`src/rtl/rr_hold_arbiter.sv`:
```
// Round-robin merge of WIDTH FWFT sources into one word stream; a source holding HOLD_REQ keeps the grant.
// Grant 1 cycle after request (IDLE->LOCK), word registered 1 cycle after grant; READY_OUT low stalls without losing the lock.
module rr_hold_arbiter #(
  parameter int WIDTH        = 6,
  parameter int DSIZE        = 32,
  parameter int HOLD_TIMEOUT = 255
) (
  input  logic                   BUS_CLK,
  input  logic                   BUS_RST,
  input  logic [WIDTH-1:0]       WRITE_REQ,
  input  logic [WIDTH-1:0]       HOLD_REQ,
  input  logic [WIDTH*DSIZE-1:0] DATA_IN,
  output logic [WIDTH-1:0]       READ_GRANT,
  input  logic                   READY_OUT,
  output logic                   WRITE_OUT,
  output logic [DSIZE-1:0]       DATA_OUT,
  output logic                   HOLD_TO
);

  localparam int IW = (WIDTH > 1) ? $clog2(WIDTH) : 1;
  localparam int CW = $clog2(HOLD_TIMEOUT + 1);
  localparam logic [IW-1:0] LAST_RST = IW'(WIDTH - 1);
  localparam logic [CW-1:0] TO_MAX   = CW'(HOLD_TIMEOUT);

  typedef enum logic {IDLE, LOCK} state_t;

  state_t          state_q, state_d;
  logic [IW-1:0]   cur_q, cur_d, last_q, last_d, nxt, idx;
  logic [CW-1:0]   to_cnt_q, to_cnt_d;
  logic            hold_to_d, found, xfer, cur_req, cur_hold, timeout;

  // Rotating priority: scan starts one past the last winner and wraps.
  always_comb begin
    nxt   = last_q;
    idx   = last_q;
    found = 1'b0;
    for (int k = 1; k <= WIDTH; k++) begin
      idx = IW'((int'(last_q) + k) % WIDTH);
      if (!found && WRITE_REQ[idx]) begin
        nxt   = idx;
        found = 1'b1;
      end
    end
  end

  assign cur_req  = WRITE_REQ[cur_q];
  assign cur_hold = HOLD_REQ[cur_q];
  assign timeout  = (to_cnt_q == TO_MAX);
  assign xfer     = (state_q == LOCK) & READY_OUT & cur_req & ~BUS_RST;

  always_comb begin
    READ_GRANT = '0;
    if (xfer) READ_GRANT[cur_q] = 1'b1;
  end

  always_comb begin
    state_d   = state_q;
    cur_d     = cur_q;
    last_d    = last_q;
    to_cnt_d  = to_cnt_q;
    hold_to_d = HOLD_TO;
    case (state_q)
      IDLE: begin
        if (|WRITE_REQ) begin
          state_d  = LOCK;
          cur_d    = nxt;
          last_d   = nxt;
          to_cnt_d = '0;
        end
      end
      LOCK: begin
        // Only an empty holder ages toward the timeout; a READY_OUT stall does not.
        if (xfer)
          to_cnt_d = '0;
        else if (!cur_req && cur_hold && !timeout)
          to_cnt_d = to_cnt_q + 1'b1;
        if (timeout)
          hold_to_d = 1'b1;
        if ((xfer && !cur_hold) || (!cur_req && !cur_hold) || timeout)
          state_d = IDLE;
      end
      default: state_d = IDLE;
    endcase
  end

  always_ff @(posedge BUS_CLK) begin
    if (BUS_RST) begin
      state_q   <= IDLE;
      cur_q     <= '0;
      last_q    <= LAST_RST;
      to_cnt_q  <= '0;
      HOLD_TO   <= 1'b0;
      WRITE_OUT <= 1'b0;
      DATA_OUT  <= '0;
    end else begin
      state_q   <= state_d;
      cur_q     <= cur_d;
      last_q    <= last_d;
      to_cnt_q  <= to_cnt_d;
      HOLD_TO   <= hold_to_d;
      WRITE_OUT <= xfer;
      if (xfer) DATA_OUT <= DATA_IN[int'(cur_q)*DSIZE +: DSIZE];
    end
  end

endmodule

```
`config.mk`:
```
export PLATFORM = sky130hd
export DESIGN_NAME = rr_hold_arbiter
export DESIGN_NICKNAME = d
export VERILOG_FILES = /design/src/rtl/rr_hold_arbiter.sv
export SDC_FILE = /design/constraint.sdc
export NUM_CORES = 1
export LEC_CHECK = 0
export ABC_AREA = 1
export CORE_MARGIN = 1
export CORE_UTILIZATION = 37
export CTS_BUF_LIST = sky130_fd_sc_hd__clkbuf_16
export DETAILED_ROUTE_END_ITERATION = 12
export GPL_TIMING_DRIVEN = 0
export PLACE_DENSITY = 0.82
export SLEW_MARGIN = 20
export SYNTH_ARGS = -nofsm -noshare
export SYNTH_HDL_FRONTEND = slang
export SYNTH_SLANG_ARGS = --single-unit
```
`constraint.sdc`:
```
create_clock -name BUS_CLK -period 3.2 [get_ports BUS_CLK]
set_input_delay 0.8 -clock BUS_CLK [delete_from_list [all_inputs] [get_ports BUS_CLK]]
set_output_delay 0.8 -clock BUS_CLK [all_outputs]
set_load 0.02 [all_outputs]
```
After elaboration in Yosys (flattened, before gate mapping)
Cells that the tools add are included.
W data, S select, Z words.

storage, ports and cells
  word-level logic and storage cells = 98
  output and inout bits = 40
  bits in registers = 49

operators by class
  reductions and logical operators = 24
  bitwise gates (word level) = 5
  multiplexer cells = 37
  equality and inequality tests = 3
  $add $sub $neg = 7
  shift-type cells = 1
  div/mod/pow operators = 6
  order comparisons = 8

operator list
  kind                     count
  $mod A32 B4 Y32 const B  6
  $shiftx A192 B9 Y32      1
  $lt A3 B4 Y1 const B     7
  $bmux W1 S3              8
  $mux W8                  3
  $mux W3                  6
  $mux W1                  16
  $pmux W8 S2              1
  $add A3 B3 Y4 const B    3
  $logic_and A1 B1 Y1      10
  $add A3 B2 Y4 const B    2
  $add A8 B1 Y8 const B    1
  $eq A8 B8 Y1 const B     1
  $logic_not A1 Y1         8
  $mux W6                  1
  $reduce_and A2 Y1        3
  $reduce_or A6 Y1         1
  $add A3 B1 Y4 const B    1
  $and A1 B1 Y1            3
  $demux W1 S3             1
  $ge A3 B1 Y1 const B     1
  $ne A3 B1 Y1 const B     1
  $logic_or A1 B1 Y1       2
  $ne A2 B2 Y1 const B     1
  2 further kinds          3

Depth between registers and ports, before layout
Gate-level depths: netlist of run 1.

  depth after elaboration = 20
  depth in mapped cells = 28
  mapped depth without buffers = 26

Worst setup path before layout of run 1
OpenSTA, ideal clock, no wires.

  path kind = reg2out
  start point = register cur_q[1]
  end point = output READ_GRANT[2]
  buffers on the path = 1
  cell stages (with the launch flop) = 10
  required time = 2400 ps
  setup slack = 166 ps
  arrival time = 2234 ps
  cell sequence = dfxtp_1 -> inv_1 -> nor3_2 -> a221oi_1 -> nand2_1 -> inv_2 -> nor2_2 -> buf_2 -> inv_1 -> nor4_1

between the ends
  longest elaborated chain between the ends = 5
  elaborated cells on any way between the ends = 10
  classes of those cells = order compare: 2; mux: 5; bitwise: 2; reduce/logical: 1

RTL lines
  element                                                                      line    text
  from (decl)                                                                  28      logic [IW-1:0] cur_q, cur_d, last_q, last_d, nxt, idx;
  from (signal assigned)                                                       97      cur_q <= cur_d;
  $lt A3 B4 Y1 (not written as such) (tied with other cells)                   53      if (xfer) READ_GRANT[cur_q] = 1'b1;
  $logic_and A1 B1 Y1 (not written as such) / $mux W1 (equally long branches)  53, 46
  $mux W1 (not written as such) / $and A1 B1 Y1 (equally long branches)        53, 49
  $demux W1 S3 / $and A1 B1 Y1 (equally long branches)                         53, 49
  $mux W6 (*)                                                                  53
  to (decl)                                                                    13      output logic [WIDTH-1:0] READ_GRANT,

Every way passes the cells marked *; elsewhere a longest branch is shown, timed or not. The select of a mux whose other input is x is not followed.

Final worst setup path of run 1
  start point = input WRITE_REQ[0]
  end point = output READ_GRANT[4]

between the ends
  longest elaborated chain between the ends = 5

RTL lines
  element                        line  text
  from (decl)                    10    input logic [WIDTH-1:0] WRITE_REQ,
  $bmux W1 S3                    46    assign cur_req = WRITE_REQ[cur_q];
  $mux W1 (not written as such)  46
  $and A1 B1 Y1 (2 in series)    49    assign xfer = (state_q == LOCK) & READY_OUT & cur_req & ~BUS_RST;
  $mux W6                        53

No other way between the ends. The select of a mux whose other input is x is not followed.

==> key figures, run 1 <==
Synthesis
  • Register area share after synthesis: 25.0%
  • Most numerous cell in the Yosys netlist: nand2_1
  • Post-synth top area share: 25.0%
  • Post-synth EDFFs: 0
  • Mapped Area: 3840 um2
  • Synth top cells by count: nand2_1 (117), a21oi_1 (59), nand3_1 (59)
  • Top cells by area, synth: dfxtp_1 (25%), nand2_1 (11%), a22oi_1 (9.2%)
  • Synth Register Bits: 48
  • Count of cell types in the netlist: 41
  • Cell type with the largest total area after synthesis: dfxtp_1
  • Warnings, synthesis: 0
  • Asr flop ratio synth: 0%
  • Mapped Avg Cell Area: 6.66 um2
  • Main synth FF type: dfxtp_1
  • Cells after Synth: 577
  • Post-synthesis net count: 795

Placed design
  • Final GP Congestion: 1.00
  • Placed inst area: 6470 um2
  • Dpl hpwl: 15600 um
  • Pre-CTS setup slack: -1.07 ns
  • Port bufs: 246

Layout
  • Fill count: 858
  • Layout net count: 1065
  • Layout Cell Area excl Fill: 6820 um2
  • Fraction of layout cells with a size suffix above 1: 11.7%
  • Area grow syn2layout: 77.5%

Timing
  • Final hold viol count: 0
  • Fin worst setup slack: 0.0340 ns
  • Slew Limit Headroom: 55.6%
  • Setup violations, final: 0
  • Final period utilization: 98.9%
  • Worst Tran Pin Value: 0.665 ns
  • Slew Limit Fails: 0
  • Final min period: 3.17 ns
  • Hold WS: 0.455 ns
  • Fmax: 316 MHz
  • Clk_skew: 0.00760 ns

Die
  • Die width: 104 um
  • # rows: 36
  • Starting Density: 38.8%
  • Die Area: 10800 um2
  • Die Ht: 104 um
  • I/O pins: 247
  • Core box area: 9910 um2

Setup path
  • CP Max Fanout: 3
  • Worst reg-to-reg setup slack: 0.19 ns
  • Critical Path Source Type: primary input
  • CP arrival: 2.37 ns
  • Worst endpoint required time: 2.40 ns
  • CP endpoint kind: output pin
  • RR Startpoint: last_q[2]$_SDFFE_PP1P_
  • Kind of critical path: primary input to output pin
  • Critical Path Source: WRITE_REQ[0]

CTS
  • TritonCTS clock tree: yes
  • CTS max path bufs: 2
  • Clock Pin Slew Worst Setup and Hold Paths: 0.07 ns
  • H-tree levels: 2
  • Clock root buffer: clkbuf_16
  • CTS Hold Buffers Added: 0
  • Worst-Skew Late Latency: 0.29 ns
  • CTS Buf Count: 5
  • # clock sinks: 48

Min path
  • Min-delay src: HOLD_TO$_SDFFE_PP0P_
  • Hold Crit Class: flip-flop to flip-flop

Routing
  • Vias/cell: 5.69
  • # DRC: 0
  • Pre-Repair DR Iteration Count: 8
  • Routed Antenna Nets: 0
  • WL final: 19800 um
  • Wirelength per Cell: 20.2 um
  • DRT iter0 DRCs: 459
  • Via count: 5589

Power
  • Pwr Density: 670 nW/um2
  • VDD IR max: 0.492 mV
  • Internal power: 0.00226 W
  • P_leak: 2.79 nW
  • Net Sw Power: 0.00231 W
  • Tot Pwr: 0.00457 W
  • Sequential Power Share: 16.1%
  • Logic pwr share: 70.4%
  • Sw frac: 50.6%
  • Clk pwr share: 13.5%

GRT
  • Largest net degree at the start of global routing: 15
  • Total Routing Usage GR: 35.4%
  • Number of global-route vias before repair: 5631
  • Gr ovfl total: 0
  • First-pass GRT wire length: 30000 um
  • Initial antenna violation count: 1

Run status
  • Status: finished, final reports clean

Run
  • Max-Cap Viols: 0
## per-stage QoR
step           instances  TNS [ns]  util, %
4_1_cts              971   -0.0480     67.8
2_1_floorplan        577         0        -
3_3_place_gp         956     -4.86     65.3
6_report             982         0     68.9
3_5_place_dp         956     -5.53     65.3
5_1_grt              981  -0.00428     68.8
## cell usage in the layout, fill, tap and decap left out, types with 5 or more instances in the layout
master	count
dfxtp_1	44
buf_4	19
nand2_2	13
nand3_1	59
inv_2	12
nand3_2	6
a21oi_1	58
nand4_1	7
clkbuf_16	5
o21ai_0	39
nor2_1	15
clkbuf_1	23
ha_1	10
a22oi_1	47
a41oi_1	7
nand2_1	117
a22o_1	7
clkdlybuf4s50_1	233
o21ai_1	8
a221oi_1	11
buf_2	9
inv_1	37
## power groups by stage
| stage | sequential (W) | combinational (W) | clock [W] |
|---|---|---|---|
| 6_report | 0.000738 | 0.00322 | 0.000616 |
| 2_1_floorplan | 0.000768 | 0.00207 | 0 |
| 3_3_place_gp | 0.000740 | 0.00290 | 0 |
| 4_1_cts | 0.000741 | 0.00306 | 0.000612 |
| 5_1_grt | 0.000743 | 0.00352 | 0.000639 |
| 3_5_place_dp | 0.000744 | 0.00300 | 0 |
## repair_timing
action,4_1_cts,5_1_grt
setup endpoints to repair,10,11
pin swaps,7,4
gates resized for setup,52,16
cloned,0,0
hold endpoints to repair,0,0
buffers inserted,7,11
## critical path, stage by stage
cell,delay (ns)
clkdlybuf4s15_1,0.21
inv_2,0.06
o22ai_2,0.11
a21oi_1,0.07
nand2_1,0.13
inv_2,0.07
nor2_4,0.13
clkinvlp_4,0.16
buf_6,0.15
nor4_4,0.28
buf_4,0.19
## path summary, 6_finish.rpt
kind,end,cells past startpoint
worst max register to register,last_q[0]$_SDFFE_PP1P_,19
worst max-delay path,READ_GRANT[4],11
worst min register to register,HOLD_TO$_SDFFE_PP0P_,2
worst min-delay path,HOLD_TO$_SDFFE_PP0P_,2
## per-layer routing
| layer | track usage [%] | up-vias | part of all wire, % |
|---|---|---|---|
| li1 | - | 2603 | - |
| met1 | 38.4 | 2622 | 36 |
| met2 | 65.9 | 304 | 51 |
| met3 | 9.21 | 60 | 8.4 |
| met4 | 12.8 | 0 | 4.1 |
| met5 | 0 | - | 0 |
## logic make-up after synthesis
family	Yosys count	synth area share (%)
xor+xnor	2	0.456
fa+ha+maj	11	3.58
flops	48	25.0
buf+inv	83	8.69
simple gates	241	30.9
compound gates	192	31.3
## sequential cells by signal, summed over array words and instances (netlist names)
name / cells
DATA_OUT: 32
HOLD_TO: 1
WRITE_OUT: 1
cur_q: 3
last_q: 2
state_q: 1
to_cnt_q: 8
## cell type report
type                    instances  area [um2]  area share (%)
diodes                          1        2.50          0.0367
flip-flops and latches         48         971            14.2
clock inverters                 3        38.8           0.568
plain buffers                  32         146            2.15
clock buffers                   5         125            1.83
well taps                     133         166            2.44
multi-input cells             446        2620            38.3
repair buffers                264        2560            37.6
inverters                      50         195            2.86
(Power assumes the default switching activity.)
==> inputs of run 2 (changes only) <==
--- a/config.mk
+++ b/config.mk
@@ -12,6 +12,7 @@
 export DETAILED_ROUTE_END_ITERATION = 12
 export GPL_TIMING_DRIVEN = 0
 export PLACE_DENSITY = 0.82
+export REMOVE_ABC_BUFFERS = 1
 export SLEW_MARGIN = 20
 export SYNTH_ARGS = -nofsm -noshare
 export SYNTH_HDL_FRONTEND = slang
==> run 2 against run 1 <==
Sequential cell count is the same. Register-to-register slack better by 0.06 ns. Critical path depth decreased by 1. Clock skew rose by 0.0050 ns. First-iteration DRC count is 33% lower. Cell area fell by 2.5%. Combinational power down 7.5%. Die area stayed put. Largest power group unchanged.
==> key figures, run 2 (same netlist as run 1, synthesis figures left out) <==
Routing
  • Pre-Repair DR Iteration Count: 5
  • Via count: 5240
  • Vias/cell: 5.55
  • Wirelength per Cell: 18.7 um
  • Routed Antenna Nets: 0
  • WL final: 17600 um
  • # DRC: 0
  • DRT iter0 DRCs: 306

Setup path
  • Worst reg-to-reg setup slack: 0.25 ns
  • CP endpoint kind: output pin
  • CP most frequent cell: inv_2
  • Number of cells on the critical path: 10
  • CP Max Fanout: 6
  • Critical Path Source Type: primary input
  • Reg2reg path depth: 18
  • Kind of critical path: primary input to output pin
  • R2R Path End: last_q[0]$_SDFFE_PP1P_
  • Buf/Inv on CP: 5
  • CP top delay family: buffers and inverters
  • RR Startpoint: last_q[2]$_SDFFE_PP1P_
  • Slowest cell on crit path: clkdlybuf4s50_1
  • Crit-path cells: clkdlybuf4s50_1 -> inv_1 -> o22ai_1 -> a21oi_1 -> nand2_1 -> inv_2 -> nor2_4 -> inv_2 -> nor4_2 -> buf_2
  • Worst endpoint required time: 2.40 ns
  • Max stage delay on crit path: 0.47 ns
  • CP arrival: 2.34 ns

Die
  • Die width: 104 um
  • Die Ht: 104 um
  • I/O pins: 247
  • # rows: 36
  • Core box area: 9910 um2
  • Die Area: 10800 um2
  • Starting Density: 38.8%

Timing
  • Worst Tran Pin Value: 0.718 ns
  • Slew Limit Headroom: 51.9%
  • Fmax: 318 MHz
  • RSZ-0062 raised after global routing: false
  • Clk_skew: 0.0126 ns
  • Final min period: 3.14 ns
  • Final hold viol count: 0
  • Final period utilization: 98.2%
  • Hold WS: 0.456 ns
  • Setup violations, final: 0
  • Slew Limit Fails: 0

Layout
  • Biggest regs: DATA_OUT x32, to_cnt_q x8, cur_q x3
  • Layout net count: 1028
  • Most common cell after layout, fill and taps aside: clkdlybuf4s50_1
  • Flip-flop count of the largest register after layout: 32
  • Most frequent cells in the layout: clkdlybuf4s50_1 (239), nand2_1 (117), nand3_1 (59)
  • Area grow syn2layout: 73.0%
  • N_diodes: 0
  • Fraction of layout cells with a size suffix above 1: 10.2%
  • Biggest register: DATA_OUT
  • Layout Cell Area excl Fill: 6650 um2

CTS
  • Clock root buffer: clkbuf_16
  • Worst-Skew Late Latency: 0.29 ns
  • TritonCTS clock tree: yes
  • Clock Pin Slew Worst Setup and Hold Paths: 0.07 ns
  • # clock sinks: 48
  • CTS max path bufs: 2
  • CTS Buf Count: 5
  • H-tree levels: 2
  • CTS Hold Buffers Added: 0

Power
  • Pwr Density: 646 nW/um2
  • P_leak: 2.67 nW
  • VDD IR max: 0.351 mV

Run status
  • Status: finished, final reports clean

Run
  • Max-Cap Viols: 0

Placed design
  • Final GP Congestion: 0.920
  • Placed inst area: 6430 um2
  • Dpl hpwl: 13400 um
  • Port bufs: 246

GRT
  • Total Routing Usage GR: 31.5%
  • Number of global-route vias before repair: 5063
  • GRT busiest layer: met2
  • First-pass GRT wire length: 26800 um
  • Grt met2 use: 54.8%
  • Gr ovfl total: 0
  • Met3 Use GR: 6.52%
  • Largest net degree at the start of global routing: 40
  • Initial antenna violation count: 0
  • GR Util met1: 37.5%

Min path
  • Hold EP: HOLD_TO$_SDFFE_PP0P_
  • Min-delay src: HOLD_TO$_SDFFE_PP0P_
  • Hold Crit Class: flip-flop to flip-flop
  • Worst Hold Depth: 2
-- run 2: cell types whose count changed in the layout (fill, tap and decap cells not counted), sizes merged, moves of 2 or more --
cell | previous run | this run
clkdlybuf4s15 | 2 | 0
dlygate4sd2 | 4 | 1
clkdlybuf4s50 | 233 | 239
clkbuf | 32 | 5
buf | 30 | 17
-- run 2: worst max-delay path by stage --
stage,slack [ns],to,startpoint
floorplan,-1.72,READ_GRANT[2],cur_q[1]$_SDFFE_PP0P_
CTS,0.04,READ_GRANT[0],WRITE_REQ[1]
finish,0.06,READ_GRANT[4],WRITE_REQ[1]
global route,0.009,READ_GRANT[4],WRITE_REQ[1]
detailed placement,-1.88,READ_GRANT[2],BUS_RST
global placement,-3.87,READ_GRANT[2],cur_q[1]$_SDFFE_PP0P_
-- run 2: cell type report --
cell class,instances,area (um2)
Fill cell,863,3260
Multi-Input combinational cell,447,2610
Timing Repair Buffer,257,2560
Sequential cell,48,968
Inverter,50,200
Tap cell,133,166
Clock buffer,5,125
Clock inverter,3,17.5
Timing Repair inverter,1,5.00
-- run 2: repair_timing --
item | CTS | global route
gates resized for setup | 31 | 13
buffers inserted | 3 | 3
setup endpoints to repair | 51 | 11
gates cloned | 2 | 0
pin swaps | 1 | 2
-- run 2: power by group --
part           total [W]  internal, W  switching, W
clock network   0.000531     0.000289      0.000242
logic            0.00298      0.00117       0.00181
registers       0.000783     0.000669      0.000115
total            0.00430      0.00213       0.00217
-- run 2: metrics by stage --
stage	power, W	setup TNS, ns	utilization, %	setup WS (ns)	std cells
after floorplan	0.00277	-24.50	-	-1.72	544
after global placement	0.00354	-117.22	63.9	-3.87	923
after detailed placement	0.00366	-30.37	64.9	-1.88	928
after CTS	0.00423	0	66.8	0.0350	941
after global routing	0.00464	0	67.1	0.00878	944
final	0.00430	0	67.1	0.0573	944
-- run 2: metal layers --
layer  routed length [um]  part of all wire, %
met5                    0                    0
met4                  675                  3.8
met3                 1460                  8.3
met2                 8710                   49
met1                 6800                   39
-- run 2: worst min-delay path: cells and delay by family (launching register included) --
kind | cells | cell delay, ns
buffers and inverters | 1 | 0.05
flip-flops | 1 | 0.31
AO/OA/AOI/OAI | 1 | 0.05
==> edit 1, RTL diff (settings of run 1) <==
Make the reset (`BUS_RST`) asynchronous in one clocked block.
--- a/src/rtl/rr_hold_arbiter.sv
+++ b/src/rtl/rr_hold_arbiter.sv
@@ -83,7 +83,7 @@
     endcase
   end
 
-  always_ff @(posedge BUS_CLK) begin
+  always_ff @(posedge BUS_CLK or posedge BUS_RST) begin
     if (BUS_RST) begin
       state_q   <= IDLE;
       cur_q     <= '0;
Formal check against the unedited RTL: differs if BUS_RST is asserted again (counterexample within 4 cycles, from zero or initial values and one cycle with BUS_RST high); with BUS_RST held inactive, the same outputs for 4 cycles.
==> edit 1 against run 1 <==
  * Hold slack better by 0.035 ns
  * Combinational power up 57%
  * Maximum frequency up 1.3%
  * Wire length down 3.8%
  * Sequential cell count unchanged
  * Area after synthesis up 5.9%
  * Power up 47%
  * Final area up 4.5%
  * Setup slack better by 0.041 ns
  * Largest cell class unchanged
==> edit 1: results (changes against run 1) <==
[finish]
n_fill_cell = 878  ; +2.3%
reg_top3 = DATA_OUT (32), to_cnt_q (8), cur_q (3)
drive_above_1_share = 0.130  ; +0.0132
nets = 1056  ; -0.85%
antenna_cells = 0  ; -1

[global_routing]
use_met1 = 0.378  ; -0.00543
grt_pass1_wl_um = 28600  ; -4.8%
grt_start_max_net_pins = 34  ; +19
first_global_vias = 5456  ; -3.1%
globalRouteMet3Util = 0.0638  ; -0.0283
antenna_found_initial = 0  ; -1
grt_usage = 0.328  ; -0.0265

[critical_path]
cp_slowest_cell = clkdlybuf4s50_1
cp.arrival_ns = 2.32  ; -0.05 ns
cpPeakStageDelay_ns = 0.53  ; +0.25 ns

[detailed_routing]
drtPass1Iterations = 7  ; -1
wl_met2_um = 9750  ; -3.6%
initialDrtViolationCount = 474  ; +3.3%
wl_um = 19000  ; -3.8%
viasPerCell = 5.55  ; -2.4%
wl_met3_um = 1490  ; -10%

[sta]
fin_skew_ns = 0.00389  ; -0.00371 ns
max_slew_margin = 0.586  ; +0.0295

[logic_synthesis]
synthXorXnorAreaFrac = 0.0108  ; +0.00620
syn-num-nets = 785  ; -1.3%
synth_compound_area_frac = 0.241  ; -0.0719
synth.distinct_cells = 54  ; +32%
synth_adder_area_share = 0.0338  ; -0.00200
muxShareOfSynthArea = 0.00246  ; +0.00246
synth_common_cells = nand2_1 (150), dfrtp_1 (46), nand3_1 (42), a22oi_1 (41), inv_1 (40)
synthArstFlopShare = 1.00  ; +1.00
yosys_most_used_dff = dfrtp_1
synth_seq_area_share = 0.296  ; +0.0456
synthTopCellsByArea = dfrtp_1 (28%), nand2_1 (14%), a22oi_1 (7.6%), nand3_1 (5.2%), a221oi_1 (3.9%)

[power]
swShare = 0.515  ; +0.00931
p_comb_frac = 0.753  ; +0.049
powerSeq_mw = 1.04  ; +41%

[clock_tree]
clk_latency_ns = 0.29  ; about the same
cts_setup_buffers = 5  ; -2

[placement]
post_dp_cell_area_mm2 = 0.00673  ; +3.9%
gp_congestion = 0.982  ; -2.2%

[run_status]
status = finished clean

[edit 1: cell count changes in the layout (fill, tap and decap cells not counted), moves of 5 or more]
cell	delta
dfrtp_1	+45
dfxtp_1	-44
a21oi_1	-40
nand2_1	+33
o21ai_0	-21
nor2_1	+19
nand3_1	-17
a31oi_1	+14
a221oi_1	+7
a22oi_1	-6
clkbuf_1	-6
nand4_1	-5
o22ai_1	+5
[edit 1: path summary, 6_finish.rpt]
kind                                          from                  endpoint  slack (ns)  depth (start not counted)
max reg2reg                   cur_q[1]$_DFFE_PP0P_      cur_q[0]$_DFFE_PP0P_        0.19                         19
max                                   WRITE_REQ[3]             READ_GRANT[4]        0.08                          9
min in group asynchronous                  BUS_RST  DATA_OUT[11]$_DFFE_PP0P_        0.86                          2
min reg2reg                DATA_OUT[7]$_DFFE_PP0P_   DATA_OUT[7]$_DFFE_PP0P_        0.49                          2
min                        DATA_OUT[7]$_DFFE_PP0P_   DATA_OUT[7]$_DFFE_PP0P_        0.49                          2
max in group asynchronous                  BUS_RST     last_q[0]$_DFFE_PP1P_        1.75                          3
[edit 1: area by class of cell]
class	instances	area [um2]	area share
timing repair buffer	265	2610	0.366
buffer	29	160	0.0225
inverter	52	210	0.0295
multi-input combinational	437	2610	0.365
clock buffer	5	125	0.0175
clock inverter	3	42.5	0.00596
tap	136	170	0.0239
sequential	48	1200	0.169
[edit 1: stage by stage]
step	power (mW)	hold slack [ns]	cells	worst slack [ns]
6_report	6.71	0.490	975	0.0754
5_1_grt	7.18	0.499	975	-0.00927
4_1_cts	6.43	0.489	962	0.0105
3_5_place_dp	5.74	0.472	950	-0.901
3_3_place_gp	5.60	0.470	949	-0.848
2_1_floorplan	4.23	0.479	567	0.192
==> edit 2, RTL diff (settings of run 1) <==
Made on the original files. `HOLD_TIMEOUT`: 255 -> 510.
--- a/src/rtl/rr_hold_arbiter.sv
+++ b/src/rtl/rr_hold_arbiter.sv
@@ -3,7 +3,7 @@
 module rr_hold_arbiter #(
   parameter int WIDTH        = 6,
   parameter int DSIZE        = 32,
-  parameter int HOLD_TIMEOUT = 255
+  parameter int HOLD_TIMEOUT = 510
 ) (
   input  logic                   BUS_CLK,
   input  logic                   BUS_RST,
Check against the original RTL: same outputs for any inputs over 4 cycles, from zero or initial values and one cycle with BUS_RST high; that may be too few to reach the edited logic, so the function may still have changed.
==> edit 2 against run 1 <==
  * Final area down 0.94%
  * Setup slack better by 0.050 ns
  * Count of clock-buffer cells in the layout unchanged
  * Critical path depth down 3
  * Die area up 2.2%
  * Area after synthesis up 2.2%
  * Wire length down 7.5%
  * Sequential cell count up 1
  * Power down 4.3%
  * Synthesized cell count up 4.0%
  * Global-route usage down 3.0 points
  * Via count down 1.0%
  * Sequential power down 1%
  * Largest cell class unchanged
  * Highest routed layer unchanged
==> edit 2: results (changes against run 1) <==
[run_status]
status = finished clean

[detailed_routing]
wl_per_cell_um = 18.4  ; -8.5%
vias = 5531  ; -1.0%
initialDrtViolationCount = 413  ; -10%
wl_um = 18300  ; -7.5%
drtPass1Iterations = 6  ; -2

[critical_path]
r2r_start = cur_q[1]$_SDFFE_PP0P_
cp_slowest_cell = clkdlybuf4s50_1
cpPeakStageDelay_ns = 0.50  ; +0.22 ns
crit_path_max_fanout = 7  ; +4
crit_start = WRITE_REQ[1]

[global_routing]
first_global_vias = 5345  ; -5.1%
grt_start_max_net_pins = 18  ; +3
antenna_found_initial = 0  ; -1
grt_usage = 0.324  ; -0.0304
grt_pass1_wl_um = 27800  ; -7.5%

[logic_synthesis]
synth_common_cells = nand2_1 (131), a21oi_1 (55), nand3_1 (53), dfxtp_1 (49)
syn_avg_cell_area_um2 = 6.55  ; -1.7%
synthTopCellsByArea = dfxtp_1 (25%), nand2_1 (13%), a22oi_1 (9.2%), a21oi_1 (7.0%), nand3_1 (6.7%)
syn-num-nets = 819  ; +3.0%
synthArstFlopShare = 0  ; unchanged

[finish]
buffer_area_frac = 0.390  ; -0.00736
seq_area_um2 = 986  ; +1.5%
layout.comb_gates.multi_input = 461  ; +3.4%
clkCellAreaFrac = 0.0222  ; -0.00181
n_all_buffers = 282  ; -4.7%
nets = 1074  ; +0.85%
antenna_cells = 0  ; -1
reg_top3 = DATA_OUT (32), to_cnt_q (9), cur_q (3)
n_all_inverters = 56  ; +12%
n_fill_cell = 914  ; +6.5%

[placement]
place_inst = 982  ; +2.7%
dp_hpwl_um = 14800  ; -5.3%
post_dp_cell_area_mm2 = 0.00656  ; +1.4%
gp_congestion = 0.966  ; -3.8%

[clock_tree]
cts_setup_buffers = 0  ; -7
cts_resized = 11  ; -79%

[sta]
fin_skew_ns = 0.00880  ; +0.00120 ns

[min_path]
min_path_type = reg -> reg

[power]
power_leakage_nw = 2.75  ; -1.7%

edit 2: cell types whose count changed after synthesis, sizes merged, moves of 3 or more:
| cell | before | now |
|---|---|---|
| o21ai | 48 | 51 |
| nand2 | 134 | 142 |
| a31oi | 4 | 10 |
| o211ai | 4 | 1 |
| nand3 | 66 | 60 |
| inv | 50 | 55 |
| nor3 | 7 | 15 |
| a21oi | 61 | 58 |
| buf | 9 | 12 |
edit 2: path summary, 6_finish.rpt:
| check | to | slack [ns] | cells after the start |
|---|---|---|---|
| setup / recovery | READ_GRANT[2] | 0.08 | 8 |
| hold / removal | HOLD_TO$_SDFFE_PP0P_ | 0.46 | 2 |
| setup reg to reg | last_q[0]$_SDFFE_PP1P_ | 0.20 | 19 |
| hold reg to reg | HOLD_TO$_SDFFE_PP0P_ | 0.46 | 2 |
edit 2: cell families (layout without fill, tap and decap cells):
group / count (synthesis) / in the layout / synth area share
buffers and inverters: 90 / 346 / 0.0987
DFF: 49 / 49 / 0.250
AOI/OAI and AO/OA: 192 / 192 / 0.307
adders and majority gates: 12 / 12 / 0.0382
and+or+nand+nor: 257 / 257 / 0.307
edit 2: layer usage:
metal,up-vias,wire length [um],track usage
li1,2635,-,-
met1,2564,6680,0.356
met2,287,9270,0.583
met3,45,1700,0.0892
met4,0,652,0.135
met5,-,0,0
edit 2: power by group:
part / switching (mW) / total [mW] / internal (mW) / leakage (nW)
registers: 0.0507 / 0.729 / 0.678 / 0.398
logic: 1.91 / 3.08 / 1.17 / 2.28
clock network: 0.268 / 0.565 / 0.296 / 0.0708
edit 2: per-stage QoR:
step	setup WS, ns	setup TNS (ns)	utilization
after detailed placement	-0.357	-1.72	0.636
after floorplan	0.428	0	-
after global routing	-0.000620	-0.000620	0.655
final	0.0836	0	0.655
after global placement	-0.328	-1.45	0.636
after CTS	0.00862	0	0.650
